## src/rtl/mem_arb_pkg.sv

```systemverilog
// mem_arb_pkg: shared types and widths for the I/D memory port arbiter.
package mem_arb_pkg;
  localparam int MEM_ADDR_W = 32;
  localparam int MEM_DATA_W = 32;
  typedef enum logic [1:0] {IDLE, ADDR, DATA, DONE} arb_state_t;
  typedef enum logic {OWN_I, OWN_D} arb_owner_t;
endpackage

```

## src/rtl/mem_arb_picker.sv

```systemverilog
// mem_arb_picker: D-priority grant selection with a starvation counter that forces I after STARVE_LIMIT D wins.
module mem_arb_picker
  import mem_arb_pkg::*;
#(
  parameter int STARVE_LIMIT = 3
) (
  input  logic       clk,
  input  logic       rst,
  input  logic       i_req_i,
  input  logic       d_req_i,
  input  logic       grant_i,
  output arb_owner_t pick_o
);
  logic [3:0] starve_q, starve_d;
  assign pick_o = (i_req_i && (!d_req_i || starve_q == 4'(STARVE_LIMIT))) ? OWN_I : OWN_D;
  always_comb
    starve_d = !grant_i ? starve_q :
               pick_o == OWN_I ? 4'd0 :
               (i_req_i && starve_q != 4'hf) ? starve_q + 4'd1 : starve_q;
  always_ff @(posedge clk)
    if (rst) starve_q <= 4'd0;
    else starve_q <= starve_d;
endmodule

```

## src/rtl/mem_port_arbiter.sv

```systemverilog
// mem_port_arbiter: shares one burst memory port between I-cache and D-cache refills.
// Define MEM_ARB_PERF_EN to build the wait/conflict performance counters.
module mem_port_arbiter
  import mem_arb_pkg::*;
#(
  parameter int BURST_LEN    = 4,
  parameter int STARVE_LIMIT = 3
) (
  input  logic                  clk,
  input  logic                  rst,
  input  logic                  i_req,
  input  logic [MEM_ADDR_W-1:0] i_addr,
  input  logic                  d_req,
  input  logic                  d_we,
  input  logic [MEM_ADDR_W-1:0] d_addr,
  input  logic [MEM_DATA_W-1:0] d_wdata,
  output logic                  i_gnt,
  output logic                  d_gnt,
  output logic                  i_beat,
  output logic                  d_beat,
  output logic                  i_done,
  output logic                  d_done,
  output logic [MEM_DATA_W-1:0] rdata,
  output logic                  mem_req,
  output logic                  mem_we,
  output logic [MEM_ADDR_W-1:0] mem_addr,
  output logic [MEM_DATA_W-1:0] mem_wdata,
  input  logic                  mem_ack,
  input  logic                  mem_beat,
  input  logic [MEM_DATA_W-1:0] mem_rdata,
  output logic                  proto_err,
  output logic [31:0]           perf_i_wait,
  output logic [31:0]           perf_d_wait,
  output logic [31:0]           perf_conflicts
);
  arb_state_t            state_q;
  arb_owner_t            owner_q, pick;
  logic [4:0]            beat_cnt_q;
  logic                  i_gnt_q, d_gnt_q, i_done_q, d_done_q;
  logic                  mem_req_q, mem_we_q, proto_err_q;
  logic [MEM_ADDR_W-1:0] mem_addr_q;
  logic                  grant_en, last_beat;

  assign grant_en  = state_q == IDLE && (i_req || d_req);
  assign last_beat = beat_cnt_q == 5'(BURST_LEN - 1);

  mem_arb_picker #(.STARVE_LIMIT(STARVE_LIMIT)) u_picker (
    .clk     (clk),
    .rst     (rst),
    .i_req_i (i_req),
    .d_req_i (d_req),
    .grant_i (grant_en),
    .pick_o  (pick)
  );

  always_ff @(posedge clk)
    if (rst) begin
      state_q     <= IDLE;
      owner_q     <= OWN_D;
      beat_cnt_q  <= 5'd0;
      i_gnt_q     <= 1'b0;
      d_gnt_q     <= 1'b0;
      i_done_q    <= 1'b0;
      d_done_q    <= 1'b0;
      mem_req_q   <= 1'b0;
      mem_we_q    <= 1'b0;
      mem_addr_q  <= '0;
      proto_err_q <= 1'b0;
    end else begin
      i_done_q    <= 1'b0;
      d_done_q    <= 1'b0;
      proto_err_q <= proto_err_q || (mem_beat && state_q != DATA);
      case (state_q)
        IDLE: if (grant_en) begin
          state_q    <= ADDR;
          owner_q    <= pick;
          i_gnt_q    <= pick == OWN_I;
          d_gnt_q    <= pick == OWN_D;
          mem_req_q  <= 1'b1;
          mem_we_q   <= pick == OWN_D && d_we;
          mem_addr_q <= pick == OWN_I ? i_addr : d_addr;
        end
        ADDR: if (mem_ack) begin
          state_q    <= DATA;
          beat_cnt_q <= 5'd0;
          mem_req_q  <= 1'b0;
          mem_addr_q <= '0;
        end
        DATA: if (mem_beat) begin
          beat_cnt_q <= beat_cnt_q + 5'd1;
          if (last_beat) begin
            state_q  <= DONE;
            mem_we_q <= 1'b0;
            i_done_q <= owner_q == OWN_I;
            d_done_q <= owner_q == OWN_D;
          end
        end
        DONE: begin
          state_q <= IDLE;
          i_gnt_q <= 1'b0;
          d_gnt_q <= 1'b0;
        end
        default: state_q <= IDLE;
      endcase
    end

  assign i_gnt     = i_gnt_q;
  assign d_gnt     = d_gnt_q;
  assign i_done    = i_done_q;
  assign d_done    = d_done_q;
  assign i_beat    = state_q == DATA && owner_q == OWN_I && mem_beat;
  assign d_beat    = state_q == DATA && owner_q == OWN_D && mem_beat;
  assign rdata     = mem_rdata;
  assign mem_req   = mem_req_q;
  assign mem_we    = mem_we_q;
  assign mem_addr  = mem_addr_q;
  assign mem_wdata = (d_gnt_q && d_we) ? d_wdata : '0;
  assign proto_err = proto_err_q;

`ifdef MEM_ARB_PERF_EN
  logic [31:0] perf_i_q, perf_d_q, perf_c_q;
  always_ff @(posedge clk)
    if (rst) begin
      perf_i_q <= 32'd0;
      perf_d_q <= 32'd0;
      perf_c_q <= 32'd0;
    end else begin
      perf_i_q <= perf_i_q + 32'(i_req && !i_gnt_q);
      perf_d_q <= perf_d_q + 32'(d_req && !d_gnt_q);
      perf_c_q <= perf_c_q + 32'(state_q == IDLE && i_req && d_req);
    end
  assign perf_i_wait    = perf_i_q;
  assign perf_d_wait    = perf_d_q;
  assign perf_conflicts = perf_c_q;
`else
  assign perf_i_wait    = 32'd0;
  assign perf_d_wait    = 32'd0;
  assign perf_conflicts = 32'd0;
`endif
endmodule

```

## config.mk

```make
export PLATFORM = sky130hd
export DESIGN_NAME = mem_port_arbiter
export DESIGN_NICKNAME = d
export VERILOG_FILES = /design/src/rtl/mem_arb_pkg.sv /design/src/rtl/mem_arb_picker.sv /design/src/rtl/mem_port_arbiter.sv
export SDC_FILE = /design/constraint.sdc
export NUM_CORES = 1
export LEC_CHECK = 0
export ABC_CLOCK_PERIOD_IN_PS = 4800
export BUFFER_PORTS_ARGS = -buffer_cell sky130_fd_sc_hd__buf_4
export CAP_MARGIN = 0
export CORE_AREA = 3 3 129 131
export DETAILED_ROUTE_END_ITERATION = 7
export DIE_AREA = 0 0 132 134
export PLACE_DENSITY = 0.54
export RECOVER_POWER = 25
export SLEW_MARGIN = 15
export SYNTH_ARGS = -nofsm -noshare
export SYNTH_HDL_FRONTEND = slang
export SYNTH_SLANG_ARGS = --single-unit
```

## constraint.sdc

```tcl
create_clock -name clk -period 4.8 [get_ports clk]
set_clock_uncertainty 0.15 [all_clocks]
set_input_delay 0.96 -clock clk [delete_from_list [all_inputs] [get_ports clk]]
set_output_delay 0.96 -clock clk [all_outputs]
set_load 0.005 [all_outputs]
```

==> flow_summary.json <==
{
  "dieWidth_um": 132,
  "ant_nets": 0,
  "cts.path.max_buffers": 2,
  "row_count": 46,
  "dp_hpwl_um": 9030,
  "yosys.area.top_type_share_pct": 28.0,
  "status": "completed",
  "antenna_found_initial": 0,
  "grt_overflow": 0,
  "holdCritStartpoint": "mem_addr[18]",
  "synth.largest_area_cell": "dfxtp_1",
  "p_leak_nw": 2.36,
  "firstDrtPassIters": 4,
  "dieArea_um2": 17700,
  "ys_ff_latch": 51,
  "min_path_type": "flip-flop to flip-flop",
  "area.growth.synth_to_final_pct": 26.0,
  "coreArea_um2": 15700,
  "power_density_nw_per_um2": 382,
  "slowest_stage": "dfxtp_1",
  "required_ps": 3690,
  "multiInputGateArea_um2": 1840,
  "portBuffers": 175,
  "setup_tns_ps": 0,
  "synth_top_family_by_area": "buffers and inverters",
  "r2r-end": "mem_addr[17]",
  "drv_slew": 0,
  "routabilityCongestion": 0.729,
  "cp_cell_sequence": "and3_1, buf_4",
  "vias": 2919,
  "clk_pin_slew_ps": 60,
  "drcViolationCount": 0,
  "wl_per_cell_um": 14.6,
  "yosys.area_share.xor_xnor_pct": 0.720,
  "grt_pass1_vias": 2807,
  "vias_per_cell": 3.92,
  "regArea_um2": 1020,
  "die_height_um": 134,
  "netlist_area_um2": 3650,
  "p_total_mw": 1.76,
  "syn_avg_cell_area_um2": 9.16,
  "cts_tree": "built",
  "critPathArrivalTime_ps": 1670,
  "netlist_instances": 398,
  "yosys_warnings": 0,
  "yosys.area_share.simple_pct": 14.1,
  "hold_end": "mem_addr[18]",
  "cap_violations": 0,
  "fin_crit_ps": 2780,
  "post_cts_resized": 0,
  "wirelength_um": 10900,
  "synth_area_leaders": "dfxtp_1 (28%), buf_4 (27%), mux2i_1 (9.1%)",
  "grtUsageTotal_pct": 11.3,
  "r2r_cells": 6,
  "ys_types": 42,
  "slowest_delay_ps": 930,
  "critPathCaptureType": "output pin",
  "io_pins": 336,
  "synth_compound_area_share_pct": 14.5,
  "rsz0062_at_grt": "false",
  "whs_path_depth": 1,
  "numCtsBuffers": 5,
  "critPathMaxFanout": 34,
  "synth.area.mux_share_pct": 9.06,
  "antenna_cells": 0,
  "r2r_slack_ps": 2100,
  "first_iter_violations": 128,
  "hold_buffers": 0,
  "fillCellCount": 1686,
  "worstMarginPinSlew_ps": 1060,
  "crit_buf_inv": 1,
  "clk_latency_ps": 290,
  "crit_path_start_kind": "flip-flop",
  "cts.sinks": 51,
  "reg2reg_from": "state_q[1]",
  "grt_start_max_net_pins": 41,
  "drive_above_1_share_pct": 35.4,
  "period_share_pct": 57.9,
  "crit_type": "flip-flop to output pin",
  "postCtsSetupRepairBufs": 0,
  "cp.depth": 2,
  "ys_async_sr_fraction_pct": 0,
  "grt_pass1_wl_um": 16100,
  "synth-edff-count": 0,
  "synth_ff_type": "dfxtp_1",
  "max_slew_margin_pct": 29.4,
  "nNetsFinal": 668,
  "cts-root-buf": "clkbuf_16",
  "cp_top_family": "flip-flops",
  "final-setup-viol-count": 0,
  "synth-seq-area-share_pct": 28.0,
  "ir_drop_mv": 0.158,
  "finalHoldViolCount": 0,
  "initial_core_util_pct": 23.2,
  "synth-adder-area-share_pct": 2.06,
  "htree_num_levels": 2,
  "max_freq_mhz": 360
}
final cells by class:
type / count / share of cell area (%)
Multi-Input combinational cell: 287 / 40.1
Timing Repair Buffer: 177 / 27.6
Sequential cell: 51 / 22.2
Tap cell: 216 / 5.88
Clock buffer: 6 / 3.02
Clock inverter: 2 / 0.762
Inverter: 5 / 0.408
metrics by stage:
step / cell area [um^2] / cells / setup slack [ps] / hold slack [ps] / utilization [%]
2_1_floorplan: 4000 / 493 / 2360 / 285 / -
3_3_place_gp: 4480 / 736 / 1920 / 296 / 28.5
3_5_place_dp: 4480 / 736 / 1850 / 298 / 28.5
4_1_cts: 4660 / 744 / 2000 / 319 / 29.6
5_1_grt: 4600 / 744 / 1850 / 331 / 29.2
6_report: 4600 / 744 / 2020 / 312 / 29.2
layer usage:
| metal | part of all wire (%) | track usage (%) |
|---|---|---|
| met1 | 37 | 12.2 |
| met2 | 49 | 19.7 |
| met3 | 13 | 5.63 |
| met4 | 0.93 | 2.80 |
| met5 | 0 | 0 |
cell families (layout without fill, tap and decap cells):
logic type,Yosys count,count (layout)
XOR/XNOR,3,3
flip-flops,51,51
other,1,96
multiplexers,33,33
adder cells (fa/ha/maj),6,6
AO/OA/AOI/OAI,60,60
AND/OR/NAND/NOR,89,89
buffers and inverters,155,190
Yosys cell counts (3+ instances only):
master / count
a21oi_1: 8
a31oi_1: 5
and3_1: 34
buf_2: 3
buf_4: 130
buf_6: 4
clkbuf_1: 8
dfxtp_1: 51
ha_1: 6
inv_1: 5
mux2i_1: 33
nand2_1: 12
nand3_1: 4
nor2_1: 14
nor2b_1: 4
nor3_1: 4
nor3b_1: 3
nor4_1: 3
o21ai_0: 6
o2bb2ai_1: 22
o2bb2ai_2: 10
xnor2_1: 3
flip-flops by register name, indices dropped and copies added, names as in the netlist:
register / count
u_picker.starve_q: 4
beat_cnt_q: 5
mem_req: 1
mem_we: 1
d_done: 1
i_done: 1
d_gnt: 1
proto_err: 1
mem_addr: 32
owner_q: 1
i_gnt: 1
state_q: 2
power breakdown:
part / total (mW) / internal, mW / switching (mW)
Clock: 0.417 / 0.259 / 0.158
Combinational: 0.700 / 0.335 / 0.365
Sequential: 0.639 / 0.538 / 0.101
how the worst max path moves through the flow:
| stage | start | to | slack (ps) |
|---|---|---|---|
| finish | d_gnt | mem_wdata[2] | 2020 |
| global route | d_gnt | mem_wdata[11] | 1850 |
| CTS | d_gnt | mem_wdata[2] | 2000 |
| detailed placement | mem_ack | mem_addr[3] | 1850 |
| global placement | mem_ack | mem_addr[6] | 1920 |
| floorplan | d_we | mem_wdata[22] | 2360 |
cell usage in the layout, fill, tap and decap left out, drive strengths merged:
| cell | count |
|---|---|
| buf | 142 |
| conb | 96 |
| dfxtp | 51 |
| clkbuf | 41 |
| and3 | 34 |
| mux2i | 33 |
| o2bb2ai | 32 |
| nor2 | 14 |
| nand2 | 12 |
| a21oi | 9 |
| o21ai | 8 |
| ha | 6 |
| inv | 5 |
| a31oi | 5 |
| nor2b | 4 |
| nand3 | 4 |
| nor3 | 4 |
| nor3b | 3 |
| nor4 | 3 |
| xnor2 | 3 |
| or3b | 3 |
| nand4 | 2 |
| nand2b | 2 |
| or3 | 1 |
| o21bai | 1 |
| nor4b | 1 |
| a21o | 1 |
| or4b | 1 |
| and4 | 1 |
| o21ba | 1 |
| a211o | 1 |
| a22oi | 1 |
| o311ai | 1 |
| bufinv | 1 |
| clkinv | 1 |
(Power assumes the default switching activity.)
